### src/rtl/lvds_rx_pkg.sv
// Shared framing definitions for the LVDS RX deframer.
// The SMI side uses the same field positions to unpack I/Q.
package lvds_rx_pkg;

   localparam logic [1:0] DEF_SYNC_I = 2'b10;
   localparam logic [1:0] DEF_SYNC_Q = 2'b01;
   localparam int         DEF_ERR_W  = 8;

   localparam int WORD_W = 32;
   localparam int PAIRS  = 16;

   // Word bit-field positions
   localparam int SI_MSB = 31;
   localparam int SI_LSB = 30;
   localparam int I_MSB  = 29;
   localparam int I_LSB  = 16;
   localparam int SQ_MSB = 15;
   localparam int SQ_LSB = 14;
   localparam int Q_MSB  = 13;
   localparam int Q_LSB  = 0;

   // Pair index of SYNC_Q (the pair landing in [15:14]) and of the last pair
   localparam logic [3:0] CNT_SQ   = 4'd8;
   localparam logic [3:0] CNT_LAST = 4'd15;

   typedef enum logic [1:0] {
      HUNT    = 2'd0,
      CAPTURE = 2'd1,
      EXPECT  = 2'd2
   } state_t;

   function automatic logic [13:0] word_i(input logic [WORD_W-1:0] w);
      return w[I_MSB:I_LSB];
   endfunction

   function automatic logic [13:0] word_q(input logic [WORD_W-1:0] w);
      return w[Q_MSB:Q_LSB];
   endfunction

endpackage

### src/rtl/lvds_rx_deframer_sat_counter.sv
// Saturating event counter with synchronous clear.
// Clear has priority over a coincident increment.
module sat_counter
   import lvds_rx_pkg::*;
#(
   parameter int W = DEF_ERR_W
) (
   input  logic         clk,
   input  logic         rst_n,
   input  logic         inc,
   input  logic         clr,
   output logic [W-1:0] count
);

   // Count up on inc, stick at all-ones, clear wins
   always_ff @(posedge clk or negedge rst_n) begin
      if (!rst_n) begin
         count <= '0;
      end else if (clr) begin
         count <= '0;
      end else if (inc && (count != {W{1'b1}})) begin
         count <= count + 1'b1;
      end
   end

endmodule

### src/rtl/lvds_rx_deframer.sv
// LVDS I/Q deframer: hunts sync, assembles 16-pair words,
// checks framing, pushes words to the RX FIFO.
module lvds_rx_deframer
   import lvds_rx_pkg::*;
#(
   parameter logic [1:0] SYNC_I = DEF_SYNC_I,
   parameter logic [1:0] SYNC_Q = DEF_SYNC_Q,
   parameter int         ERR_W  = DEF_ERR_W
) (
   input  logic              i_sys_clk,
   input  logic              i_rst_b,
   input  logic              i_enable,
   input  logic              i_clear_status,
   input  logic [1:0]        i_ddr_data,
   output logic              o_fifo_push,
   output logic [31:0]       o_fifo_data,
   input  logic              i_fifo_full,
   output logic              o_locked,
   output logic              o_overflow,
   output logic [ERR_W-1:0]  o_err_count
);

   state_t      state;
   state_t      state_nxt;
   logic [3:0]  cnt;
   logic [3:0]  cnt_nxt;
   logic [31:0] sreg;
   logic [31:0] sreg_nxt;
   logic [4:0]  pos;
   logic        err_evt;
   logic        done;

   // Bit offset of the current pair: pair n lands at [31-2n:30-2n]
   assign pos = {4'd15 - cnt, 1'b0};

   // State register
   always_ff @(posedge i_sys_clk or negedge i_rst_b) begin
      if (!i_rst_b) begin
         state <= HUNT;
      end else begin
         state <= state_nxt;
      end
   end

   // Next state, pair counter, shift register and framing events
   always_comb begin
      state_nxt = state;
      cnt_nxt   = cnt;
      sreg_nxt  = sreg;
      err_evt   = 1'b0;
      done      = 1'b0;
      if (!i_enable) begin
         state_nxt = HUNT;
         cnt_nxt   = '0;
         sreg_nxt  = '0;
      end else begin
         unique case (state)
            HUNT: begin
               if (i_ddr_data == SYNC_I) begin
                  sreg_nxt                = '0;
                  sreg_nxt[SI_MSB:SI_LSB] = i_ddr_data;
                  cnt_nxt                 = 4'd1;
                  state_nxt               = CAPTURE;
               end
            end
            CAPTURE: begin
               sreg_nxt[pos +: 2] = i_ddr_data;
               cnt_nxt            = cnt + 4'd1;
               if ((cnt == CNT_SQ) && (i_ddr_data != SYNC_Q)) begin
                  err_evt   = 1'b1;
                  cnt_nxt   = '0;
                  sreg_nxt  = '0;
                  state_nxt = HUNT;
               end else if (cnt == CNT_LAST) begin
                  done      = 1'b1;
                  cnt_nxt   = '0;
                  state_nxt = EXPECT;
               end
            end
            EXPECT: begin
               if (i_ddr_data == SYNC_I) begin
                  sreg_nxt                = '0;
                  sreg_nxt[SI_MSB:SI_LSB] = i_ddr_data;
                  cnt_nxt                 = 4'd1;
                  state_nxt               = CAPTURE;
               end else begin
                  err_evt   = 1'b1;
                  state_nxt = HUNT;
               end
            end
            default: begin
               state_nxt = HUNT;
               cnt_nxt   = '0;
               sreg_nxt  = '0;
            end
         endcase
      end
   end

   // Pair counter and word shift register
   always_ff @(posedge i_sys_clk or negedge i_rst_b) begin
      if (!i_rst_b) begin
         cnt  <= '0;
         sreg <= '0;
      end else begin
         cnt  <= cnt_nxt;
         sreg <= sreg_nxt;
      end
   end

   // FIFO push strobe and held output word
   always_ff @(posedge i_sys_clk or negedge i_rst_b) begin
      if (!i_rst_b) begin
         o_fifo_push <= 1'b0;
         o_fifo_data <= '0;
      end else begin
         o_fifo_push <= 1'b0;
         if (done && !i_fifo_full) begin
            o_fifo_push <= 1'b1;
            o_fifo_data <= sreg_nxt;
         end
      end
   end

   // Lock flag: set on each completed word, dropped on error or disable
   always_ff @(posedge i_sys_clk or negedge i_rst_b) begin
      if (!i_rst_b) begin
         o_locked <= 1'b0;
      end else if (!i_enable || err_evt) begin
         o_locked <= 1'b0;
      end else if (done) begin
         o_locked <= 1'b1;
      end
   end

   // Sticky overflow; a coincident clear wins
   always_ff @(posedge i_sys_clk or negedge i_rst_b) begin
      if (!i_rst_b) begin
         o_overflow <= 1'b0;
      end else if (i_clear_status) begin
         o_overflow <= 1'b0;
      end else if (done && i_fifo_full) begin
         o_overflow <= 1'b1;
      end
   end

   sat_counter #(
      .W (ERR_W)
   ) u_err_cnt (
      .clk   (i_sys_clk),
      .rst_n (i_rst_b),
      .inc   (err_evt),
      .clr   (i_clear_status),
      .count (o_err_count)
   );

endmodule

### config.mk
export PLATFORM = sky130hd
export DESIGN_NAME = lvds_rx_deframer
export DESIGN_NICKNAME = d
export VERILOG_FILES = /design/src/rtl/lvds_rx_pkg.sv /design/src/rtl/lvds_rx_deframer_sat_counter.sv /design/src/rtl/lvds_rx_deframer.sv
export SDC_FILE = /design/constraint.sdc
export NUM_CORES = 1
export LEC_CHECK = 0
export CAP_MARGIN = 10
export CORE_MARGIN = 2
export CORE_UTILIZATION = 60
export DETAILED_ROUTE_END_ITERATION = 12
export PLACE_DENSITY_LB_ADDON = 0.12
export SLEW_MARGIN = 20
export SYNTH_ARGS = -nofsm -noshare
export SYNTH_HDL_FRONTEND = slang
export SYNTH_SLANG_ARGS = --single-unit
### constraint.sdc
create_clock -name i_sys_clk -period 5.4 [get_ports i_sys_clk]
set_input_delay 0.81 -clock i_sys_clk [delete_from_list [all_inputs] [get_ports i_sys_clk]]
set_output_delay 0.81 -clock i_sys_clk [all_outputs]
set_load 0.1 [all_outputs]
==> summary.md <==
| Metric | Value |
|---|---|
| Final core occ | `0.716` |
| Total setup buffers inserted after CTS | `0` |
| DRC | `0` |
| RSZ-0062 raised after global routing | `false` |
| Highest Signal Layer | `met4` |
| Final Net Count | `470` |
| R2R cell count | `5` |
| Vias | `3319` |
| Max_cap viols | `0` |
| Avg Cell Area, Syn | `9.78 µm²` |
| Flop pwr share | `0.502` |
| Initial drt markers | `319` |
| Max clock buf depth | `2` |
| IO buf count | `49` |
| Clk pwr share | `0.420` |
| P_leak | `2.01 nW` |
| Fmax | `310 MHz` |
| Vias in the first global route | `3082` |
| Largest family of logic cells by synthesized area | `simple AND/OR/NAND/NOR gates` |
| Horiz. Die Dim | `86.4 µm` |
| First-pass GRT wire length | `15100 µm` |
| Slew Limit Fails | `0` |
| Final setup fails | `0` |
| P_int | `926 µW` |
| Cell area after layout | `0.00478 mm²` |
| Gr usage total | `0.261` |
| Synth Instances | `416` |
| Crit path launch type | `flip-flop` |
| Dpl cells | `523` |
| Wirelength per Cell | `16.7 µm` |
| Vias per Instance | `6.16` |
| Final wirelength | `9000 µm` |
| Detailed Routing Iterations Pass 1 | `5` |
| Delay-heaviest family, CP | `simple AND/OR/NAND/NOR gates` |
| Actual slew at the worst max-slew pin | `1.03 ns` |
| Crit. End Element | `flip-flop` |
| YS warnings | `0` |
| Synth Area in Compound Gates | `0.201` |
| Yosys reg bits | `81` |
| Worst vdd ir | `0.000136 V` |
| Synth Net Count | `432` |
| Synth Cell Area | `0.00407 mm²` |
| Commonest non-fill, non-tap cell in the layout | `dfrtp_1` |
| Min-delay worst type | `input pin to async pin` |
| Final GP Congestion | `0.889` |
| Layout cells sized above 1 | `0.0763` |
| Layout Cells excl Fill | `539` |
| Total power | `1.23 mW` |
| Critical Path AT | `3.46 ns` |
| Sw Ratio | `0.244` |
| Part of the power in combinational logic | `0.078` |
| Worst r2r dst | `o_fifo_data[0]` |
| Setup crit start | `cnt[0]` |
| CTS buffer count | `9` |
| Resized cells post-CTS | `0` |
| Critical R2R Launch | `cnt[0]` |
| Clock-pin slew on the worst setup and hold paths | `0.09 ns` |
| M1 WL | `4230 µm` |
| Largest net degree at the start of global routing | `82` |
| Psw | `299 µW` |
| Met3 routed WL | `325 µm` |
| Final Hold Fails | `0` |
| Worst-path fanout max | `38` |
| Crit Path Category | `flip-flop to flip-flop` |
| Top FF cell, synth | `dfrtp_1` |
| Clock skew | `0.00917 ns` |
| DP Area | `0.00454 mm²` |
| WP buf/inv | `1` |
| Die ar. | `0.00746 mm²` |
| Worst skew pair latency | `0.35 ns` |
| Post-Synth Adder-Cell Area | `0.0277` |
| Post-Route Setup TNS | `0 ns` |
| IO Pins | `50` |
| Post-Synth Simple-Gate Area | `0.209` |
| Slowest library cell on the worst path | `or3_1` |
| Final clock period utilization by the worst path | `0.598` |
| CTS tree | `yes` |
| Layout filler cell count | `517` |
| PD cells | `256 mW/mm²` |
| Netlist cell types | `65` |
| CTS sink count | `81` |
| Initial antenna violation count | `0` |
| FF-to-FF setup slack | `2.17 ns` |
| WP data required | `5.63 ns` |
| Grt ovf | `0` |
| Ys async rst share | `1.00` |
| Htree depth | `3` |
| Syn-to-layout area delta | `17.5%` |
| Minimum clock period after layout | `3.23 ns` |
| Core area | `0.00668 mm²` |
| CTS root buf | `clkbuf_8` |
| Synth Area in XOR/XNOR | `0.0151` |
| Num rows | `30` |
| Outcome | `complete, no violations` |
| Met2 WL | `4340 µm` |
| Portion of netlist area occupied by mux cells | `0.0108` |
| CP cell instances | `ha_1, nand3_1, or3_1, inv_2, mux2_2` |
| DP Wirelength | `6170 µm` |
| EDFF count, synth | `0` |
| Slew headroom | `0.314` |
| Sequential area share after synthesis | `0.498` |
| Commonest non-fill, non-tap cells in the layout | `dfrtp_1 (81), nand2_1 (72), clkdlybuf4s50_1 (48)` |
| Chip Height | `86.4 µm` |
| Ant. Diodes | `0` |
| CP peak stage delay | `0.70 ns` |
| ANT nets after route | `0` |
| Hold buffers post-CTS | `0` |
| Initial Utilization | `0.609` |
==> synth_stat cells, types with 4 or more instances <==
| cell | n | share of area |
|---|---|---|
| a21o_1 | 7 | 0.013 |
| a21oi_1 | 9 | 0.011 |
| a22oi_1 | 4 | 0.0074 |
| a31oi_1 | 14 | 0.022 |
| and2_1 | 8 | 0.012 |
| buf_2 | 7 | 0.0086 |
| buf_4 | 5 | 0.0092 |
| clkbuf_1 | 6 | 0.0055 |
| dfrtp_1 | 81 | 0.50 |
| ha_1 | 9 | 0.028 |
| inv_1 | 9 | 0.0083 |
| nand2_1 | 72 | 0.066 |
| nand2b_1 | 6 | 0.0092 |
| nand3_1 | 13 | 0.016 |
| nand3b_1 | 6 | 0.011 |
| nor2_1 | 32 | 0.030 |
| o211ai_1 | 12 | 0.022 |
| o21ai_0 | 36 | 0.044 |
| o22ai_1 | 4 | 0.0061 |
| o2bb2ai_1 | 6 | 0.013 |
| xor2_1 | 5 | 0.011 |
==> stage by stage <==
step                      setup WS (ns)  hold slack (ns)
after floorplan                    3.03            0.439
after global placement             1.88            0.457
after detailed placement           1.83            0.467
after CTS                          2.17            0.487
after global routing               1.85            0.518
final                              2.17            0.480
==> cells by family after synthesis <==
group / after synthesis
compound gates: 116
xor+xnor: 7
fa+ha+maj: 9
buf+inv: 32
flops: 81
mux: 4
simple gates: 167
==> layer usage <==
layer,global-route usage,vias up
met5,0,-
met4,0.0966,0
met3,0.0352,11
met2,0.401,99
met1,0.380,1642
li1,-,1567
==> registers in the layout, summed over array words and instances, names as in the netlist <==
| name | cells |
|---|---|
| o_fifo_push | 1 |
| sreg | 32 |
| o_fifo_data | 32 |
| state | 2 |
| o_overflow | 1 |
| o_locked | 1 |
| cnt | 4 |
| u_err_cnt.count | 8 |
==> cell type report <==
cell class	instances	area, µm²	share of cell area
multi-input cells	303	1890	0.395
clock inverters	5	86.3	0.0181
inverters	10	37.5	0.00785
flip-flops and latches	81	2030	0.424
repair buffers	49	492	0.103
well taps	80	100	0.0209
clock buffers	11	151	0.0317
==> worst max path at each step <==
stage / to / slack (ns) / cells after the start
after global routing: o_fifo_data[0] / 1.85 / 5
final: o_fifo_data[0] / 2.17 / 5
after global placement: o_fifo_data[0] / 1.88 / 5
after CTS: o_fifo_data[0] / 2.17 / 5
after detailed placement: o_fifo_data[1] / 1.83 / 5
after floorplan: u_err_cnt.count[5] / 3.03 / 7
==> power by group through the flow <==
stage / clock network, mW / logic, mW / registers [mW]
after floorplan: 0 / 0.0643 / 0.625
after global placement: 0 / 0.0925 / 0.627
after detailed placement: 0 / 0.0940 / 0.627
after global routing: 0.548 / 0.106 / 0.616
after CTS: 0.520 / 0.0945 / 0.615
final: 0.515 / 0.0956 / 0.615
No activity file was read; power rests on OpenSTA's default activity.
